## src/rtl/ecm_pkg.sv

```systemverilog
// ecm_pkg: shared constants, header layout and output record for the ECM config decoder.
package ecm_pkg;

    localparam logic [31:0] ecm_control_magic_num = 32'hEC0C_0F1A;

    localparam int WORD_MAGIC  = 0;
    localparam int WORD_SEQ    = 1;
    localparam int WORD_HEADER = 2;
    localparam int WORD_PAD    = 3;

    localparam int MODULE_ID_LSB    = 24;
    localparam int MESSAGE_TYPE_LSB = 16;

    typedef enum logic [2:0] {
        S_MAGIC,
        S_SEQ,
        S_HEADER,
        S_PAD,
        S_PAYLOAD,
        S_DISCARD
    } ecm_state_t;

    typedef struct packed {
        logic        valid;
        logic        first;
        logic        last;
        logic [7:0]  module_id;
        logic [7:0]  message_type;
        logic [7:0]  word_index;
        logic [31:0] data;
    } ecm_config_data_t;

endpackage

```

## src/rtl/ecm_config_decoder.sv

```systemverilog
// ecm_config_decoder: parses framed config messages from a never-stalling stream
// into a registered payload record stream with magic, sequence and length checks.
module ecm_config_decoder
    import ecm_pkg::*;
#(
    parameter int AXI_DATA_WIDTH    = 32,
    parameter int MAX_PAYLOAD_WORDS = 64
) (
    input  logic                      Clk,
    input  logic                      Rst,
    input  logic                      S_axis_valid,
    input  logic [AXI_DATA_WIDTH-1:0] S_axis_data,
    input  logic                      S_axis_last,
    output logic                      S_axis_ready,
    output logic                      Cfg_valid,
    output logic                      Cfg_first,
    output logic                      Cfg_last,
    output logic [7:0]                Cfg_module_id,
    output logic [7:0]                Cfg_message_type,
    output logic [7:0]                Cfg_word_index,
    output logic [31:0]               Cfg_data,
    output logic                      Err_magic,
    output logic                      Err_seq,
    output logic                      Err_length,
    output logic [15:0]               Msg_count
);

    ecm_state_t       state, state_nxt;
    ecm_config_data_t cfg, cfg_nxt;
    logic             err_magic_nxt, err_seq_nxt, err_length_nxt;
    logic [15:0]      count_nxt;
    logic [7:0]       idx, idx_nxt, mid, mid_nxt, typ, typ_nxt;
    logic [31:0]      exp_seq, exp_seq_nxt;
    logic             first_msg, first_msg_nxt;
    logic             at_max;

    assign S_axis_ready = !Rst;
    assign at_max       = idx == 8'(MAX_PAYLOAD_WORDS - 1);

    always_comb begin
        state_nxt      = state;
        cfg_nxt        = cfg;
        cfg_nxt.valid  = 1'b0;
        cfg_nxt.first  = 1'b0;
        cfg_nxt.last   = 1'b0;
        err_magic_nxt  = 1'b0;
        err_seq_nxt    = 1'b0;
        err_length_nxt = 1'b0;
        count_nxt      = Msg_count;
        idx_nxt        = idx;
        mid_nxt        = mid;
        typ_nxt        = typ;
        exp_seq_nxt    = exp_seq;
        first_msg_nxt  = first_msg;
        if (S_axis_valid) begin
            case (state)
                S_MAGIC: begin
                    if (S_axis_data != ecm_control_magic_num) begin
                        err_magic_nxt = 1'b1;
                        state_nxt     = S_axis_last ? S_MAGIC : S_DISCARD;
                    end else begin
                        err_length_nxt = S_axis_last;
                        state_nxt      = S_axis_last ? S_MAGIC : S_SEQ;
                    end
                end
                S_SEQ: begin
                    // A sequence mismatch is reported but the message still decodes.
                    err_seq_nxt    = !first_msg && (S_axis_data != exp_seq);
                    exp_seq_nxt    = S_axis_data + 32'd1;
                    first_msg_nxt  = 1'b0;
                    err_length_nxt = S_axis_last;
                    state_nxt      = S_axis_last ? S_MAGIC : S_HEADER;
                end
                S_HEADER: begin
                    mid_nxt        = S_axis_data[MODULE_ID_LSB +: 8];
                    typ_nxt        = S_axis_data[MESSAGE_TYPE_LSB +: 8];
                    err_length_nxt = S_axis_last;
                    state_nxt      = S_axis_last ? S_MAGIC : S_PAD;
                end
                S_PAD: begin
                    idx_nxt        = 8'd0;
                    err_length_nxt = S_axis_last;
                    state_nxt      = S_axis_last ? S_MAGIC : S_PAYLOAD;
                end
                S_PAYLOAD: begin
                    cfg_nxt = '{valid: 1'b1, first: idx == 8'd0, last: S_axis_last || at_max,
                                module_id: mid, message_type: typ, word_index: idx, data: S_axis_data};
                    count_nxt      = (S_axis_last || at_max) ? Msg_count + 16'd1 : Msg_count;
                    err_length_nxt = at_max && !S_axis_last;
                    idx_nxt        = idx + 8'd1;
                    state_nxt      = S_axis_last ? S_MAGIC : (at_max ? S_DISCARD : S_PAYLOAD);
                end
                default: state_nxt = S_axis_last ? S_MAGIC : S_DISCARD;
            endcase
        end
    end

    always_ff @(posedge Clk or posedge Rst) begin
        if (Rst) begin
            state      <= S_MAGIC;
            cfg        <= '0;
            Err_magic  <= 1'b0;
            Err_seq    <= 1'b0;
            Err_length <= 1'b0;
            Msg_count  <= 16'd0;
            idx        <= 8'd0;
            mid        <= 8'd0;
            typ        <= 8'd0;
            exp_seq    <= 32'd0;
            first_msg  <= 1'b1;
        end else begin
            state      <= state_nxt;
            cfg        <= cfg_nxt;
            Err_magic  <= err_magic_nxt;
            Err_seq    <= err_seq_nxt;
            Err_length <= err_length_nxt;
            Msg_count  <= count_nxt;
            idx        <= idx_nxt;
            mid        <= mid_nxt;
            typ        <= typ_nxt;
            exp_seq    <= exp_seq_nxt;
            first_msg  <= first_msg_nxt;
        end
    end

    assign Cfg_valid        = cfg.valid;
    assign Cfg_first        = cfg.first;
    assign Cfg_last         = cfg.last;
    assign Cfg_module_id    = cfg.module_id;
    assign Cfg_message_type = cfg.message_type;
    assign Cfg_word_index   = cfg.word_index;
    assign Cfg_data         = cfg.data;

endmodule
```

## config.mk

```make
export PLATFORM = sky130hd
export DESIGN_NAME = ecm_config_decoder
export DESIGN_NICKNAME = d
export VERILOG_FILES = /design/src/rtl/ecm_pkg.sv /design/src/rtl/ecm_config_decoder.sv
export SDC_FILE = /design/constraint.sdc
export NUM_CORES = 1
export LEC_CHECK = 0
export CORE_MARGIN = 3
export CORE_UTILIZATION = 25
export CTS_CLUSTER_DIAMETER = 40
export CTS_CLUSTER_SIZE = 20
export DETAILED_ROUTE_END_ITERATION = 7
export GPL_TIMING_DRIVEN = 0
export HOLD_SLACK_MARGIN = 0.08
export PLACE_DENSITY = 0.41
export RECOVER_POWER = 100
export SYNTH_ARGS = -nofsm -noshare
export SYNTH_HDL_FRONTEND = slang
export SYNTH_SLANG_ARGS = --single-unit
export TNS_END_PERCENT = 50
```

## constraint.sdc

```tcl
create_clock -name Clk -period 10.7 [get_ports Clk]
set_input_delay 2.14 -clock Clk [delete_from_list [all_inputs] [get_ports Clk]]
set_output_delay 2.14 -clock Clk [all_outputs]
set_load 0.03 [all_outputs]
```

### After elaboration in Yosys (flattened, before gate mapping)

Cells that the tools add are included.
Widths: inputs -> output; s select.

* input port bits: 36
* bits in registers: 138
* logic and storage cells: 62
* output and inout port bits: 79

* multiplexer cells: 20
* reduce and logical (&&, ||, !) cells: 15
* add/sub/neg operators: 3
* equality and inequality tests: 7

Operator list (number)
* $mux 59: 2
* $add 32x1->32 const B: 1
* $ne 32x32->1: 1
* $ne 32x32->1 const B: 1
* $add 16x1->16 const B: 1
* $pmux 8 s2: 1
* $pmux 3 s5: 1
* $mux 3: 4
* $mux 1: 9
* $add 8x1->8 const B: 1
* $eq 8x6->1 const B: 1
* $logic_not 8->1: 1
* $reduce_and 2->1: 4
* $eq 3x2->1 const B: 2
* $mux 2: 2
* $eq 3x1->1 const B: 1
* $eq 3x3->1 const B: 1
* $logic_not 1->1: 3
* $logic_not 3->1: 1
* $pmux 1 s3: 1
* $reduce_and 3->1: 1
* $reduce_or 3->1: 1
* $logic_and 1x1->1: 2
* $reduce_bool 2->1: 1
* $logic_or 1x1->1: 1

### Longest topological paths before layout

Gate-level depths: netlist of the first run.

* depth after elaboration: 4
* gate-level depth with buffers: 8
* mapped depth without buffers: 7

### Worst setup path after synthesis of the first run

OpenSTA, ideal clock, no wires.

* path kind: in2out
* start: in Rst
* end: out S_axis_ready
* setup slack: 3.414 ns
* arrival time: 5.146 ns
* stages: 1
* data required time: 8.560 ns
* cells stage by stage: inv_1

* cells in the longest elaborated chain, start to end: 1

Ends and longest elaborated chain
* start, declared: RTL line ecm_config_decoder.sv:10 `input logic Rst,`
* $logic_not 1->1 (no line)
* end, declared: RTL line ecm_config_decoder.sv:14 `output logic S_axis_ready,`

No other way between the ends.

==> results.py, run 1 <==
metrics = {
    "sta": {
        "skew_ns": 0.0109,
        "finalSetupTns_ns": 0,
        "fin_ws_ns": 4.26,
        "rsz0062_at_grt": "no",
        "worst_pin_slew_ns": 3.88,
        "max_freq_mhz": 155,
        "fin_crit_sh": 0.602,
        "drv_slew": 77,
        "setup_viol": 0,
        "finalHoldViolations": 0,
        "finalCriticalPeriod_ns": 6.44,
        "holdWs_ns": 0.464,
        "relSlewSlack": -1.59,
    },
    "power_and_ir_drop": {
        "combPwrFrac": 0.350,
        "power_frac_seq": 0.368,
        "p_int_mw": 1.42,
        "netSwitchingPower_uw": 846,
        "p_clk_frac": 0.282,
        "power_per_cell_area_nw_per_um2": 268,
        "power_mw": 2.26,
        "vdd_drop_max_mv": 0.0976,
        "switching_share": 0.374,
        "power.leakage_nw": 3.77,
    },
    "flow_run": {
        "cap_viol_max_count": 2,
    },
    "synth": {
        "synth_fa_ha_area_frac": 0.00968,
        "async_flop_share": 1.00,
        "synthMuxAreaShare": 0.0296,
        "yosysWarningCount": 0,
        "synth-main-ff-cell": "dfrtp_1",
        "synth_top_family_by_area": "simple AND/OR/NAND/NOR gates",
        "synth_xor_xnor_area_share": 0.107,
        "netlist_area_sq_um": 6460,
        "synth_area_per_cell_sq_um": 9.53,
        "syn-instance-count": 678,
        "synth_compound_area_frac": 0.0507,
        "synthDistinctLibCells": 44,
        "synth_seq_cells": 138,
        "synth-seq-area-share": 0.534,
        "synth_edf_count": 0,
        "synth-simple-area-share": 0.236,
        "syn_nets": 719,
    },
    "die": {
        "dieHeight_microns": 167,
        "fp-row-count": 58,
        "io_pins": 115,
        "core_area_sq_um": 25300,
        "die_w_microns": 167,
        "start_util": 0.255,
        "die_area_sq_um": 27800,
    },
    "global_route": {
        "antenna_found_initial": 1,
        "grt_usage": 0.137,
        "grt_pass1_wl_microns": 29700,
        "grt_pass1_vias": 5189,
        "gr-total-overflow": 0,
        "grt_max_degree": 73,
    },
    "finish": {
        "instances_no_fill": 1139,
        "syn2layout_area_growth_pct": 30.6,
        "final_cell_mix": "192 x nand2_1, 137 x dfrtp_1, 84 x dlygate4sd3_1",
        "mostFrequentLayoutCell": "nand2_1",
        "fin_util": 0.333,
        "final_area_sq_um": 8440,
        "diodes": 0,
        "fin_nets": 837,
        "layout-drive-gt1-share": 0.0816,
    },
    "worst_hold_path": {
        "hold-path-endpoint": "Msg_count[15]",
        "hp-class": "flop to flop",
        "holdPathStages": 1,
        "holdCritStartpoint": "Msg_count[15]",
    },
    "critical_path": {
        "cp.arrival_ns": 6.07,
        "crit_path_start_kind": "primary input",
        "critPathCaptureType": "async pin",
        "r2r_slack_ns": 7.85,
        "ff2ff_path_depth": 6,
        "critPathMaxFanout": 72,
        "worstPathRequired_ns": 10.33,
        "r2r-end": "Msg_count[13]",
        "reg2reg_from": "state[0]",
        "crit_type": "primary input to async pin",
    },
    "detailed_routing": {
        "met1_length_microns": 9140,
        "dr.pass1.iters": 4,
        "drt-initial-drc-count": 288,
        "wl_met2_microns": 8480,
        "vias_per_cell": 4.38,
        "drtAntennaViolNets": 0,
        "topRoutingLayerUsed": "met5",
        "vias": 4991,
        "wirelength_microns": 18500,
        "wl_met3_microns": 668,
        "routedWlPerCell_microns": 16.2,
        "drc_errors": 0,
    },
    "clock_tree": {
        "cts.sinks": 138,
        "root_buffer": "clkbuf_16",
        "cts_hold_buf": 0,
        "cts_tree": "done",
        "cts_setup_buffers": 0,
        "ctsResizeCount": 0,
        "clk_path_buf_depth": 2,
        "clock_latency_ns": 0.42,
        "cts_made_buffers": 17,
        "clkSlewWorstSetupHoldPaths_ns": 0.06,
        "cts_max_level": 4,
    },
    "run_status": {
        "violations": "capacitance limit, slew limit",
        "status": "finished with violations",
    },
    "placed_design": {
        "dp_slack_ns": 4.54,
        "placed_cell_area_sq_um": 7890,
        "dp.cells": 1107,
        "io_buffers": 98,
        "place_congestion": 0.809,
        "hpwl_microns": 13300,
    },
}
how the worst max path moves through the flow:
stage | start | to | slack (ns) | cells past startpoint
final | Rst | exp_seq[22] | 4.26 | 3
after global routing | Rst | exp_seq[22] | 3.34 | 3
after CTS | Rst | S_axis_ready | 4.54 | 3
after detailed placement | Rst | S_axis_ready | 4.54 | 3
after global placement | Rst | S_axis_ready | 0.31 | 3
after floorplan | Rst | S_axis_ready | 3.41 | 1
power by group through the flow:
stage	Sequential, mW	Clock, mW	Combinational (mW)
after CTS	0.842	0.659	0.847
final	0.834	0.638	0.792
after global routing	0.862	0.685	0.870
after floorplan	1.01	0	0.342
after global placement	0.849	0	0.839
after detailed placement	0.847	0	0.845
registers in the layout (all words and copies together) (netlist names), 3 cells and up:
signal and cells:
Cfg_data 32, Cfg_message_type 8, Cfg_module_id 8, Cfg_word_index 8
Msg_count 16, exp_seq 32, idx 8, mid 8
state 3, typ 8
worst max-delay path, cell delays in order:
cell,delay [ns]
dlygate4sd3_1,0.59
inv_6,0.49
clkbuf_1,2.76
kinds of logic after synthesis:
logic type,Yosys count
multiplexers,17
adder cells (fa/ha/maj),5
XOR/XNOR,79
buffers and inverters,50
AO/OA/AOI/OAI,60
flip-flops,138
AND/OR/NAND/NOR,329
metal layers:
metal  track usage  vias to the layer above
met2         0.215                      101
met3        0.0342                       16
li1              -                     2486
met4        0.0359                        2
met1         0.188                     2386
met5             0                        -
Yosys cell counts, types with 7 or more instances:
master / instances / area share
nand2_1: 192 / 0.11
dfrtp_1: 137 / 0.53
xnor2_1: 54 / 0.073
nor2_1: 52 / 0.030
a21oi_1: 35 / 0.027
xor2_1: 25 / 0.034
nand3_1: 24 / 0.019
buf_2: 20 / 0.015
nand4_1: 20 / 0.019
mux2_2: 17 / 0.030
o21ai_0: 15 / 0.012
clkbuf_1: 13 / 0.0075
inv_1: 10 / 0.0058
and3_1: 7 / 0.0068
nor4_1: 7 / 0.0068
final cells by class:
| class | instances | area (sq um) |
|---|---|---|
| multi-input combinational | 490 | 2740 |
| clock buffer | 19 | 443 |
| sequential | 138 | 3450 |
| clock inverter | 13 | 194 |
| fill | 2675 | 16900 |
| inverter | 11 | 46.3 |
| timing repair buffer | 99 | 985 |
| buffer | 39 | 160 |
| tap | 330 | 413 |
No activity file was read; power rests on OpenSTA's default activity.
==> run 2, diff against run 1 <==
- clock period: 10.7 -> 6.3 ns (I/O delays scaled with it)
==> results.py, run 2 (synthesis results as in run 1) <==
metrics = {
    "global_route": {
        "grt_pass1_wl_microns": 29700,
        "grt_max_degree": 73,
        "grt_pass1_vias": 5189,
        "antenna_found_initial": 1,
        "gr-total-overflow": 0,
        "grt_usage": 0.137,
    },
    "placed_design": {
        "placed_cell_area_sq_um": 7890,
        "dp_slack_ns": 1.90,
        "io_buffers": 98,
        "hpwl_microns": 13300,
        "place_congestion": 0.809,
        "dp.cells": 1107,
    },
    "die": {
        "start_util": 0.255,
        "dieHeight_microns": 167,
        "io_pins": 115,
        "core_area_sq_um": 25300,
        "fp-row-count": 58,
        "die_w_microns": 167,
        "die_area_sq_um": 27800,
    },
    "sta": {
        "max_freq_mhz": 224,
        "fin_crit_sh": 0.707,
        "rsz0062_at_grt": "no",
        "finalSetupTns_ns": 0,
        "finalHoldViolations": 0,
        "fin_ws_ns": 1.84,
        "skew_ns": 0.0108,
        "drv_slew": 0,
        "relSlewSlack": 0.000211,
        "finalCriticalPeriod_ns": 4.46,
        "worst_pin_slew_ns": 1.49,
        "setup_viol": 0,
    },
    "clock_tree": {
        "cts_max_level": 4,
        "cts_made_buffers": 17,
        "ctsResizeCount": 0,
        "cts_setup_buffers": 0,
        "clock_latency_ns": 0.42,
        "cts_tree": "done",
        "clkSlewWorstSetupHoldPaths_ns": 0.06,
        "root_buffer": "clkbuf_16",
        "cts_hold_buf": 0,
        "cts.sinks": 138,
        "clk_path_buf_depth": 2,
    },
    "critical_path": {
        "reg2reg_from": "state[0]",
        "crit_type": "primary input to primary output",
        "ff2ff_path_depth": 6,
        "cp-startpoint": "Rst",
        "r2r-end": "Msg_count[13]",
        "crit_path_start_kind": "primary input",
        "worstPathRequired_ns": 5.04,
        "r2r_slack_ns": 3.45,
        "critPathCaptureType": "primary output",
        "critPathMaxFanout": 72,
        "cp.arrival_ns": 3.20,
    },
    "power_and_ir_drop": {
        "power_mw": 3.85,
        "vdd_drop_max_mv": 0.166,
        "power_per_cell_area_nw_per_um2": 455,
        "power.leakage_nw": 3.78,
    },
    "finish": {
        "syn2layout_area_growth_pct": 30.9,
        "mostFrequentLayoutCell": "nand2_1",
        "layout-drive-gt1-share": 0.0828,
        "fin_nets": 837,
        "final_cell_mix": "192 x nand2_1, 137 x dfrtp_1, 84 x dlygate4sd3_1",
        "instances_no_fill": 1139,
        "fillers": 2672,
        "final_area_sq_um": 8460,
        "diodes": 0,
    },
    "detailed_routing": {
        "wirelength_microns": 18500,
        "drt-initial-drc-count": 255,
        "drtAntennaViolNets": 0,
        "drc_errors": 0,
        "vias_per_cell": 4.41,
        "vias": 5019,
        "dr.pass1.iters": 4,
        "routedWlPerCell_microns": 16.2,
    },
    "run_status": {
        "status": "finished with violations",
        "violations": "capacitance limit",
    },
    "worst_hold_path": {
        "hold-path-endpoint": "Msg_count[15]",
        "hp-class": "flop to flop",
        "holdCritStartpoint": "Msg_count[15]",
        "holdPathStages": 1,
    },
    "flow_run": {
        "cap_viol_max_count": 1,
    },
}
==> run 2: changes by cell type in the layout (fill, tap and decap cells not counted), sizes merged <==
| cell | delta |
|---|---|
| buf | +1 |
| clkbuf | -1 |
==> run 2: final cells by class <==
class	count	area, sq um	share of cell area
buffer	39	160	0.0189
sequential	138	3450	0.408
tap	330	413	0.0488
multi-input combinational	490	2740	0.324
inverter	11	46.3	0.00547
clock buffer	19	443	0.0523
clock inverter	13	194	0.0229
timing repair buffer	99	1010	0.119
==> run 2: worst max-delay path, stage by stage <==
cell and delay [ns]:
dlygate4sd3_1 0.59, inv_6 0.50, dlygate4sd3_1 0.83
==> run 2: metrics by stage <==
step	hold slack, ns	util
3_5_place_dp	0.452	0.312
2_1_floorplan	0.435	-
3_3_place_gp	0.454	0.310
5_1_grt	0.485	0.334
4_1_cts	0.467	0.337
6_report	0.463	0.334
==> run 2: how the worst max path moves through the flow <==
stage / to / slack [ns] / depth (start not counted)
6_report: S_axis_ready / 1.84 / 3
5_1_grt: S_axis_ready / 1.70 / 3
4_1_cts: S_axis_ready / 1.90 / 3
3_5_place_dp: S_axis_ready / 1.90 / 3
3_3_place_gp: S_axis_ready / -2.33 / 3
2_1_floorplan: S_axis_ready / 0.77 / 1
==> run 2: where the power goes <==
group	internal, mW	switching [mW]	total, mW
clock	0.677	0.407	1.08
combinational	0.520	0.828	1.35
sequential	1.21	0.203	1.42
==> run 2: layer usage <==
layer	GRT usage	wire [microns]
met5	0	13
met2	0.215	8490
met4	0.0359	193
met1	0.188	9120
met3	0.0342	657
==> run 3, diff against run 2 <==
- clock period: 6.3 -> 4.6 ns (I/O delays scaled with it)
==> results.py, run 3 (synthesis results as in run 1) <==
metrics = {
    "global_route": {
        "antenna_found_initial": 0,
        "gr-total-overflow": 0,
        "grt_pass1_vias": 5121,
        "grt_pass1_wl_microns": 30000,
        "grt_max_degree": 39,
        "grt_usage": 0.138,
    },
    "power_and_ir_drop": {
        "power_per_cell_area_nw_per_um2": 605,
        "p_clk_frac": 0.253,
        "switching_share": 0.381,
        "power_frac_seq": 0.383,
        "combPwrFrac": 0.365,
        "p_int_mw": 3.13,
        "vdd_drop_max_mv": 0.214,
        "power.leakage_nw": 3.74,
        "netSwitchingPower_mw": 1.93,
    },
    "die": {
        "start_util": 0.255,
        "dieHeight_microns": 167,
        "fp-row-count": 58,
        "die_area_sq_um": 27800,
        "io_pins": 115,
        "core_area_sq_um": 25300,
        "die_w_microns": 167,
    },
    "critical_path": {
        "worstPathRequired_ns": 3.68,
        "reg2reg_from": "state[0]",
        "critPathMaxFanout": 34,
        "crit_path_start_kind": "primary input",
        "ff2ff_path_depth": 6,
        "cp-startpoint": "Rst",
        "critPathCapture": "S_axis_ready",
        "r2r_slack_ns": 1.82,
        "cp.arrival_ns": 3.01,
        "r2r-end": "Msg_count[15]",
        "crit_type": "primary input to primary output",
        "critPathCaptureType": "primary output",
    },
    "clock_tree": {
        "cts_made_buffers": 17,
        "clkSlewWorstSetupHoldPaths_ns": 0.06,
        "ctsResizeCount": 0,
        "clk_path_buf_depth": 2,
        "cts_setup_buffers": 0,
        "cts_max_level": 4,
        "cts_tree": "done",
        "cts.sinks": 138,
        "clock_latency_ns": 0.43,
        "root_buffer": "clkbuf_16",
        "cts_hold_buf": 0,
    },
    "finish": {
        "diodes": 0,
        "fin_nets": 839,
        "layout-drive-gt1-share": 0.0793,
        "fillers": 2624,
        "instances_no_fill": 1137,
        "final_cell_mix": "192 x nand2_1, 137 x dfrtp_1, 85 x dlygate4sd3_1",
        "syn2layout_area_growth_pct": 29.4,
        "mostFrequentLayoutCell": "nand2_1",
        "final_area_sq_um": 8360,
    },
    "sta": {
        "max_freq_mhz": 254,
        "rsz0062_at_grt": "no",
        "finalHoldViolations": 0,
        "drv_slew": 40,
        "fin_ws_ns": 0.665,
        "relSlewSlack": -0.329,
        "setup_viol": 0,
        "worst_pin_slew_ns": 1.99,
        "finalCriticalPeriod_ns": 3.93,
        "skew_ns": 0.0174,
        "fin_crit_sh": 0.855,
    },
    "detailed_routing": {
        "drc_errors": 0,
        "routedWlPerCell_microns": 16.2,
        "vias": 4991,
        "drt-initial-drc-count": 288,
        "wirelength_microns": 18500,
        "drtAntennaViolNets": 0,
        "vias_per_cell": 4.39,
        "dr.pass1.iters": 4,
    },
    "worst_hold_path": {
        "hp-class": "flop to flop",
        "holdCritStartpoint": "typ[3]",
    },
    "run_status": {
        "status": "finished with violations",
        "violations": "capacitance limit, slew limit",
    },
    "placed_design": {
        "place_congestion": 0.786,
        "io_buffers": 98,
        "dp.cells": 1109,
        "hpwl_microns": 13700,
        "dp_slack_ns": 0.743,
        "placed_cell_area_sq_um": 7920,
    },
    "flow_run": {
        "cap_viol_max_count": 2,
    },
}
-- run 3: changes by cell type in the layout (fill, tap and decap cells not counted), sizes merged --
cell,delta
bufinv,-3
clkbuf,+2
inv,-2
buf,+1
clkdlybuf4s50,-1
clkinv,-1
clkinvlp,+1
dlygate4sd3,+1
-- run 3: through the flow --
stage	util	hold WS (ns)	setup TNS, ns	power, mW
floorplan	-	0.435	0	3.15
global placement	0.310	0.448	-1.69	3.93
detailed placement	0.313	0.450	0	3.95
CTS	0.334	0.466	0	5.26
global route	0.330	0.486	0	5.41
finish	0.330	0.462	0	5.06
-- run 3: power by group through the flow --
stage	sequential (mW)	combinational (mW)	clock (mW)
6_report	1.94	1.84	1.28
5_1_grt	2.00	2.03	1.37
4_1_cts	1.95	1.98	1.32
3_5_place_dp	1.97	1.98	0
3_3_place_gp	1.97	1.96	0
2_1_floorplan	2.35	0.796	0
-- run 3: cell type report --
class,count,area (sq um),area share
sequential,138,3450,0.413
multi-input combinational,490,2740,0.327
timing repair buffer,101,1020,0.123
clock buffer,20,457,0.0546
tap,330,413,0.0494
buffer,39,160,0.0191
clock inverter,8,75.1,0.00898
inverter,11,45.0,0.00539
-- run 3: worst min-delay path by stage --
stage,to,depth (start not counted),slack (ns)
global route,Cfg_data[30],2,0.49
finish,Cfg_message_type[3],2,0.46
global placement,Cfg_module_id[2],2,0.45
floorplan,Cfg_message_type[0],2,0.43
detailed placement,Cfg_message_type[3],2,0.45
CTS,Cfg_module_id[0],2,0.47
-- run 3: metal layers --
layer	part of all wire	GRT usage	vias to the layer above
li1	-	-	2481
met1	0.49	0.192	2392
met2	0.46	0.216	102
met3	0.033	0.0282	16
met4	0.013	0.0420	0
met5	0	0	-
-- run 3: worst max-delay path, cell delays in order --
cell	delay (ns)
dlygate4sd3_1	0.57
clkinvlp_4	0.58
dlygate4sd3_1	0.94
